[config.mk]
export PLATFORM = sky130hd
export DESIGN_NAME = mdio_slave
export DESIGN_NICKNAME = d
export VERILOG_FILES = /design/src/rtl/mdio_slave.sv
export SDC_FILE = /design/constraint.sdc
export NUM_CORES = 1
export LEC_CHECK = 0
export ABC_AREA = 1
export BUFFER_PORTS_ARGS = -buffer_cell sky130_fd_sc_hd__buf_2
export CAP_MARGIN = 25
export CORE_MARGIN = 8
export CORE_UTILIZATION = 59
export CTS_BUF_LIST = sky130_fd_sc_hd__clkbuf_8
export DETAILED_ROUTE_END_ITERATION = 12
export PLACE_DENSITY = 0.92
export SETUP_SLACK_MARGIN = 0.5
export SYNTH_ARGS = -nofsm -noshare
export SYNTH_HDL_FRONTEND = slang
export SYNTH_SLANG_ARGS = --single-unit
[constraint.sdc]
create_clock -name clk -period 2.25 [get_ports clk]
set_clock_uncertainty 0.2 [all_clocks]
set_input_delay 0 -clock clk [delete_from_list [all_inputs] [get_ports clk]]
set_output_delay 0 -clock clk [all_outputs]
set_load 0.01 [all_outputs]
[src/rtl/mdio_slave.sv]
// Clause 22 MDIO responder (PHY side) running in the clk domain.
// MDC and MDIO are synchronised and processed one bit per detected MDC rising edge.
//
// state   | meaning
// --------+--------------------------------------------------------------
// S_IDLE  | counting preamble ones, a 0 after enough preamble starts a frame
// S_ST    | second start bit, must be 1
// S_OP    | two opcode bits, 10 = read, 01 = write
// S_PHYAD | five PHY address bits, mismatch marks the frame as ignored
// S_REGAD | five register address bits, read strobe on the last one
// S_TA    | turnaround, slave drives 0 on reads, checks 1/0 on writes
// S_DATA  | sixteen data bits, shifted out (read) or in (write)
module mdio_slave #(
    parameter logic [4:0]  PHY_ADDR = 5'd1,
    parameter bit          BCAST_EN = 1'b0,
    parameter int unsigned PRE_LEN  = 32
) (
    input  logic        clk,
    input  logic        rst,
    input  logic        mdc,
    input  logic        mdio_i,
    output logic        mdio_o,
    output logic        mdio_oe,
    output logic [4:0]  reg_addr,
    output logic        reg_rd,
    input  logic [15:0] reg_rdata,
    output logic        reg_wr,
    output logic [15:0] reg_wdata,
    output logic        busy,
    output logic        frame_err
);

    localparam logic [5:0] PRE_MAX = 6'd32;
    localparam logic [5:0] PRE_REQ = (PRE_LEN > 32) ? 6'd32 : 6'(PRE_LEN);

    typedef enum logic [2:0] {
        S_IDLE,
        S_ST,
        S_OP,
        S_PHYAD,
        S_REGAD,
        S_TA,
        S_DATA
    } state_t;

    state_t      state_q, state_d;
    logic [1:0]  mdc_sync_q, mdc_sync_d;
    logic        mdc_prev_q, mdc_prev_d;
    logic [1:0]  mdio_sync_q, mdio_sync_d;
    logic [3:0]  cnt_q, cnt_d;
    logic [5:0]  pre_cnt_q, pre_cnt_d;
    logic        op_q, op_d;
    logic        is_rd_q, is_rd_d;
    logic        ignore_q, ignore_d;
    logic [3:0]  addr_sr_q, addr_sr_d;
    logic [15:0] shift_q, shift_d;
    logic        mdio_o_q, mdio_o_d;
    logic        mdio_oe_q, mdio_oe_d;
    logic [4:0]  reg_addr_q, reg_addr_d;
    logic        reg_rd_q, reg_rd_d;
    logic        reg_wr_q, reg_wr_d;
    logic [15:0] reg_wdata_q, reg_wdata_d;
    logic        busy_q, busy_d;
    logic        frame_err_q, frame_err_d;

    logic        mdc_edge;
    logic        bit_in;
    logic [4:0]  addr_full;
    logic        phy_match;

    assign mdc_edge  = mdc_sync_q[1] & ~mdc_prev_q;
    assign bit_in    = mdio_sync_q[1];
    assign addr_full = {addr_sr_q, bit_in};
    assign phy_match = (addr_full == PHY_ADDR) ||
                       (BCAST_EN && !is_rd_q && (addr_full == 5'd0));

    // Next-state and output computation; everything frame-related moves only on an MDC edge.
    always_comb begin
        state_d     = state_q;
        mdc_sync_d  = {mdc_sync_q[0], mdc};
        mdc_prev_d  = mdc_sync_q[1];
        mdio_sync_d = {mdio_sync_q[0], mdio_i};
        cnt_d       = cnt_q;
        pre_cnt_d   = pre_cnt_q;
        op_d        = op_q;
        is_rd_d     = is_rd_q;
        ignore_d    = ignore_q;
        addr_sr_d   = addr_sr_q;
        shift_d     = shift_q;
        mdio_o_d    = mdio_o_q;
        mdio_oe_d   = mdio_oe_q;
        reg_addr_d  = reg_addr_q;
        reg_rd_d    = 1'b0;
        reg_wr_d    = 1'b0;
        reg_wdata_d = reg_wdata_q;
        busy_d      = busy_q;
        frame_err_d = 1'b0;

        // Register file answers in the cycle of the read strobe.
        if (reg_rd_q) begin
            shift_d = reg_rdata;
        end

        if (mdc_edge) begin
            case (state_q)
                S_IDLE: begin
                    if (bit_in) begin
                        if (pre_cnt_q != PRE_MAX) begin
                            pre_cnt_d = pre_cnt_q + 6'd1;
                        end
                    end else if (pre_cnt_q >= PRE_REQ) begin
                        state_d   = S_ST;
                        busy_d    = 1'b1;
                        pre_cnt_d = 6'd0;
                    end else begin
                        pre_cnt_d = 6'd0;
                    end
                end
                S_ST: begin
                    if (bit_in) begin
                        state_d = S_OP;
                        cnt_d   = 4'd1;
                    end else begin
                        state_d     = S_IDLE;
                        busy_d      = 1'b0;
                        frame_err_d = 1'b1;
                    end
                end
                S_OP: begin
                    if (cnt_q != 4'd0) begin
                        op_d  = bit_in;
                        cnt_d = cnt_q - 4'd1;
                    end else if ({op_q, bit_in} == 2'b10) begin
                        is_rd_d = 1'b1;
                        state_d = S_PHYAD;
                        cnt_d   = 4'd4;
                    end else if ({op_q, bit_in} == 2'b01) begin
                        is_rd_d = 1'b0;
                        state_d = S_PHYAD;
                        cnt_d   = 4'd4;
                    end else begin
                        state_d     = S_IDLE;
                        busy_d      = 1'b0;
                        frame_err_d = 1'b1;
                    end
                end
                S_PHYAD: begin
                    addr_sr_d = {addr_sr_q[2:0], bit_in};
                    if (cnt_q != 4'd0) begin
                        cnt_d = cnt_q - 4'd1;
                    end else begin
                        ignore_d = !phy_match;
                        state_d  = S_REGAD;
                        cnt_d    = 4'd4;
                    end
                end
                S_REGAD: begin
                    addr_sr_d = {addr_sr_q[2:0], bit_in};
                    if (cnt_q != 4'd0) begin
                        cnt_d = cnt_q - 4'd1;
                    end else begin
                        reg_addr_d = addr_full;
                        reg_rd_d   = is_rd_q && !ignore_q;
                        state_d    = S_TA;
                        cnt_d      = 4'd1;
                    end
                end
                S_TA: begin
                    if (cnt_q != 4'd0) begin
                        cnt_d = 4'd0;
                        if (is_rd_q) begin
                            if (!ignore_q) begin
                                mdio_oe_d = 1'b1;
                                mdio_o_d  = 1'b0;
                            end
                        end else if (!bit_in) begin
                            state_d     = S_IDLE;
                            busy_d      = 1'b0;
                            frame_err_d = 1'b1;
                        end
                    end else if (is_rd_q) begin
                        if (!ignore_q) begin
                            mdio_o_d = shift_q[15];
                        end
                        shift_d = {shift_q[14:0], 1'b0};
                        state_d = S_DATA;
                        cnt_d   = 4'd15;
                    end else if (bit_in) begin
                        state_d     = S_IDLE;
                        busy_d      = 1'b0;
                        frame_err_d = 1'b1;
                    end else begin
                        state_d = S_DATA;
                        cnt_d   = 4'd15;
                    end
                end
                S_DATA: begin
                    if (!is_rd_q && !ignore_q) begin
                        reg_wdata_d = {reg_wdata_q[14:0], bit_in};
                    end
                    if (cnt_q != 4'd0) begin
                        cnt_d = cnt_q - 4'd1;
                        if (is_rd_q) begin
                            if (!ignore_q) begin
                                mdio_o_d = shift_q[15];
                            end
                            shift_d = {shift_q[14:0], 1'b0};
                        end
                    end else begin
                        mdio_oe_d = 1'b0;
                        mdio_o_d  = 1'b1;
                        reg_wr_d  = !is_rd_q && !ignore_q;
                        state_d   = S_IDLE;
                        busy_d    = 1'b0;
                        pre_cnt_d = 6'd0;
                    end
                end
                default: begin
                    state_d = S_IDLE;
                    busy_d  = 1'b0;
                end
            endcase
        end

        // Pad is released on any abort so a broken frame never leaves the line driven.
        if (frame_err_d) begin
            mdio_oe_d = 1'b0;
            mdio_o_d  = 1'b1;
            pre_cnt_d = 6'd0;
        end
    end

    // State register with synchronous active-high reset.
    always_ff @(posedge clk) begin
        if (rst) begin
            state_q     <= S_IDLE;
            mdc_sync_q  <= 2'b00;
            mdc_prev_q  <= 1'b0;
            mdio_sync_q <= 2'b11;
            cnt_q       <= 4'd0;
            pre_cnt_q   <= 6'd0;
            op_q        <= 1'b0;
            is_rd_q     <= 1'b0;
            ignore_q    <= 1'b0;
            addr_sr_q   <= 4'd0;
            shift_q     <= 16'd0;
            mdio_o_q    <= 1'b1;
            mdio_oe_q   <= 1'b0;
            reg_addr_q  <= 5'd0;
            reg_rd_q    <= 1'b0;
            reg_wr_q    <= 1'b0;
            reg_wdata_q <= 16'd0;
            busy_q      <= 1'b0;
            frame_err_q <= 1'b0;
        end else begin
            state_q     <= state_d;
            mdc_sync_q  <= mdc_sync_d;
            mdc_prev_q  <= mdc_prev_d;
            mdio_sync_q <= mdio_sync_d;
            cnt_q       <= cnt_d;
            pre_cnt_q   <= pre_cnt_d;
            op_q        <= op_d;
            is_rd_q     <= is_rd_d;
            ignore_q    <= ignore_d;
            addr_sr_q   <= addr_sr_d;
            shift_q     <= shift_d;
            mdio_o_q    <= mdio_o_d;
            mdio_oe_q   <= mdio_oe_d;
            reg_addr_q  <= reg_addr_d;
            reg_rd_q    <= reg_rd_d;
            reg_wr_q    <= reg_wr_d;
            reg_wdata_q <= reg_wdata_d;
            busy_q      <= busy_d;
            frame_err_q <= frame_err_d;
        end
    end

    assign mdio_o    = mdio_o_q;
    assign mdio_oe   = mdio_oe_q;
    assign reg_addr  = reg_addr_q;
    assign reg_rd    = reg_rd_q;
    assign reg_wr    = reg_wr_q;
    assign reg_wdata = reg_wdata_q;
    assign busy      = busy_q;
    assign frame_err = frame_err_q;

endmodule

* Word level (Yosys, flattened, before mapping)
Index checks and enable logic that the tools add are counted.
** Storage, ports and cells
- Output and inout port bits :: 27
- Memories :: 0
- Bits in registers :: 68
- Memory bits (read-only) :: 0
- Latch bits :: 0
- RAM bits :: 0
- Input bits :: 20
** Cells by class
- $add $sub $neg :: 2
- Reduce and logical (&&, ||, !) cells :: 27
- Mux-type cells :: 71
- Divide/modulo/power cells :: 0
- Bitwise logic cells :: 7
- Shift-type cells :: 0
- $lt $le $gt $ge :: 1
- Eq/ne operators :: 32
- Multipliers :: 0
** Operators by type and width (number)
- $mux 16 :: 5
- $mux 4 :: 10
- $mux 3 :: 11
- $pmux 16 s2 :: 1
- $mux 1 :: 31
- $ne 2x2->1 const B :: 14
- $pmux 4 s6 :: 1
- $pmux 3 s7 :: 1
- $mux 6 :: 3
- $ne 3x3->1 const B :: 6
- $pmux 6 s2 :: 1
- $reduce_and 3->1 :: 4
- $reduce_and 4->1 :: 3
- $reduce_and 6->1 :: 2
- $reduce_and 10->1 :: 1
- $eq 3x3->1 const B :: 3
- $reduce_and 9->1 :: 1
- $ne 4x4->1 const B :: 2
- $reduce_or 4->1 :: 2
- $add 6x1->6 const B :: 1
- $eq 3x2->1 const B :: 2
- $ge 6x6->1 const B :: 1
- $mux 2 :: 3
- $ne 6x6->1 const B :: 1
- 18 further kinds :: 30

* Longest topological paths before layout
- Depth after elaboration :: 7
- Gate-level depth with buffers :: 11

* Worst setup path before layout
Ideal clock, no wire load.
- Path kind :: reg2reg
- From :: reg cnt_q[0]
- To :: reg shift_q[11]
- Clock period less this slack :: 1.717 ns
- Stages on the path, launching flop included :: 10
- Arrival time :: 1.398 ns
- Path slack :: 0.533 ns
- Setup time :: 0.119 ns
- Cells stage by stage :: dfxtp_1 inv_1 ha_1 nand2_2 inv_1 nand2_2 nand3_2 o21ai_4 buf_6 o21ai_1
** Between the ends
- Cells in the longest elaborated chain, start to end :: 4
- Elaborated cells on any way between the ends :: 5
- Classes of those cells :: mux: 4; reduce/logical: 1
** Ends and longest elaborated chain
- start: declaration :: RTL line 50 : logic [3:0] cnt_q, cnt_d;
- start signal: assignment :: RTL line 260 : cnt_q <= cnt_d;
- $reduce_bool 4->1 * :: RTL line 169, 201
- $mux 16, on equally long branches :: RTL line 201, 169
- $pmux 16 s2 * :: RTL line 105 : case (state_q)
- $mux 16 * :: RTL line 104 : if (mdc_edge) begin
- end signal: assignment :: RTL line 266 : shift_q <= shift_d;
- end: declaration :: RTL line 56 : logic [15:0] shift_q, shift_d;
Every way passes the cells marked *; elsewhere a longest branch is shown, timed or not.
A chain may end at the register's enable or synchronous reset.

* Final worst setup path
- From :: reg cnt_q[0]
- To :: reg shift_q[15]
Same word-level chain as after synthesis.

==> flow_summary.ini <==
[sta]
layout_min_cycle_time_ns = 1.95
fmax_ghz = 0.514
relSlewSlack_pct = 67.6
finalCritPeriodShare_pct = 86.5
fin_tns_setup_ns = 0
worstMarginPinSlew_ns = 0.486
hold_viol = 0
rsz0062_at_grt = yes
drv_slew = 0
fin_hold_ws_ns = 0.203
finalSetupViolCount = 0

[clock_network]
htree_levels = 3
cts_made_buffers = 9
clkLatencyLatePin_ns = 0.36
cts.sinks = 68
cts_root_buffer = clkbuf_8
clkTransAtPathRegs_ns = 0.09
max-clock-path-buffers = 2
tritoncts = yes

[critical_path]
crit_start = cnt_q[0]
crit_type = flop to flop
crit_fanout = 8
rrSetupSlack_ns = 0.30
cp_data_arrival_time_ns = 1.98
required_ns = 2.28
endpoint_kind = flop
rr_startpoint = cnt_q[0]
worstRegToRegCells = 10
reg2reg_to = shift_q[15]
cp-start-kind = flop

[cells_and_area]
layout_common_cells = nand2_1 (76), nor2_1 (71), dfxtp_1 (61)
final_core_util_pct = 82.8
final_common_cell = nand2_1
seq_area_mm2 = 0.00138
multi_input_area_mm2 = 0.00194
drive_gt1_share_pct = 30.8
syn2layout_area_growth_pct = 36.3
final_nets = 576
nFillCells = 321
finalInstanceArea_mm2 = 0.00453

[drt]
dr.pass1.iters = 7
viasPerCell = 6.17
drtAntennaViolNets = 0
drtIter0Drc = 518
vias = 3879
drc = 0
routedWlPerCell_um = 19.7
wirelength_mm = 12.4

[pwr]
p_sw_share_pct = 24.4
p_switching_mw = 0.612
p_int_mw = 1.90
powerDensity_mw_per_mm2 = 554
clkPwrFrac_pct = 45.3
seqPwrFrac_pct = 48.1
power_frac_comb_pct = 6.6
vdd_drop_max_v = 0.000685
p_leak_nw = 1.93

[yosys]
synthFlopType = dfxtp_1
ys_types = 29
async_reset_ff_share_pct = 0
yosysWarnings = 0
synth-seq-cells = 68
syn_nets = 487
ys_seq_area_share_pct = 40.9
synth_area_per_cell_um2 = 7.20
yosysTopAreaCell = dfxtp_1
synth_edf_count = 0
synth.area.top_cells = dfxtp_1 (41%), nand2_1 (9.8%), nor2_1 (8.9%), o21ai_0 (6.2%), nand3_1 (5.4%)
synth_top_area_share_pct = 40.9
syn_inst = 462
synthesis.area_mm2 = 0.00333

[hold_path]
hp-class = flop to flop
hp-start = mdc_sync_q[0]
holdPathStages = 2
min_to = mdc_sync_q[1]

[placed_design]
placed_cell_area_mm2 = 0.00360
gp_congestion = 0.979
hpwl_mm = 5.73
io_buffers = 46

[flow_run]
maxCapViolCount = 0

[grt]
grt_max_degree = 50
first_global_vias = 3616
grt_pass1_wl_mm = 17.4
gr-total-overflow = 0
grt.total_usage_pct = 25.9
grt_antenna_before_repair = 1

[floorplan]
rows = 27
core-area_mm2 = 0.00547
die_y_um = 91.1
ioPinCount = 47
die_w_um = 91.1
die-area_mm2 = 0.00830
start_util_pct = 60.8

[outcome]
status = finished clean
==> state kept, by name, summed over array words and instances (netlist names), 2 cells and up <==
signal       cells
state_q          3
shift_q         16
reg_wdata       16
mdc_sync_q       2
cnt_q            4
reg_addr         5
mdio_sync_q      2
addr_sr_q        4
pre_cnt_q        6
==> kinds of logic after synthesis <==
group | after synthesis | synth area share [%]
fa+ha+maj | 5 | 1.88
flops | 68 | 40.9
mux | 15 | 4.51
xor+xnor | 1 | 0.263
buf+inv | 61 | 8.20
simple gates | 234 | 31.9
compound gates | 78 | 12.3
==> power groups by stage <==
| stage | Combinational (mW) | Clock [mW] | Sequential (mW) |
|---|---|---|---|
| CTS | 0.138 | 1.10 | 1.21 |
| finish | 0.167 | 1.14 | 1.21 |
| global placement | 0.0908 | 0 | 1.24 |
| floorplan | 0.0575 | 0 | 1.24 |
| detailed placement | 0.0925 | 0 | 1.24 |
| global route | 0.178 | 1.19 | 1.21 |
==> metrics by stage <==
| step | power (mW) | instances | worst slack (ns) |
|---|---|---|---|
| 2_1_floorplan | 1.30 | 462 | 0.533 |
| 3_3_place_gp | 1.33 | 569 | 0.263 |
| 3_5_place_dp | 1.33 | 569 | 0.162 |
| 4_1_cts | 2.45 | 616 | 0.499 |
| 5_1_grt | 2.58 | 629 | 0.279 |
| 6_report | 2.51 | 629 | 0.304 |
==> synth_stat cells, types with 3 or more instances <==
cell	number
nand2_1	87
nor2_1	79
dfxtp_1	68
o21ai_0	41
inv_1	37
nand3_1	36
a21oi_1	22
mux2i_1	15
o21ai_1	11
nand4_1	8
clkbuf_1	7
inv_2	7
nand2_2	6
buf_6	5
ha_1	5
nor3_1	5
or2_2	4
nor2_4	3
==> final cells by class <==
cell class                 count  area share, %
timing repair buffer          95           16.0
clock inverter                 7           2.04
multi-input combinational    333           42.8
antenna                        1         0.0552
tap                           72           1.99
sequential                    68           30.4
clock buffer                   9           2.73
inverter                      44           3.95
==> critical path, cell delays in order, from the launching register on <==
cell and delay, ns:
dfxtp_2 0.33, inv_2 0.09, ha_4 0.19, nand2_8 0.09, buf_6 0.15, nand2_4 0.11, nand3_4 0.12, o21ai_4 0.22
buf_6 0.13, buf_12 0.11, o21ai_1 0.08
==> timing repair <==
item                                   4_1_cts  5_1_grt
endpoints found under the hold margin       30        0
pin swaps                                    5       11
hold buffers                                21        0
setup buffers                                9       12
resized for setup                           28       68
setup endpoints to repair                   59       56
gates cloned                                 1        0
==> how the worst max path moves through the flow <==
stage	end	slack, ns	cells past startpoint
after global routing	shift_q[15]	0.28	9
final	shift_q[15]	0.30	10
after global placement	shift_q[8]	0.26	8
after detailed placement	shift_q[7]	0.16	8
after CTS	shift_q[5]	0.50	10
after floorplan	shift_q[11]	0.53	9
==> layer usage <==
metal	global-route usage (%)	wire [µm]	up-vias
met3	6.34	1200	114
met4	16.6	922	0
met2	43.3	5840	327
met1	29.0	4420	1746
li1	-	-	1692
met5	0	0	-
Note: power is estimated with default switching activity, not from simulation.
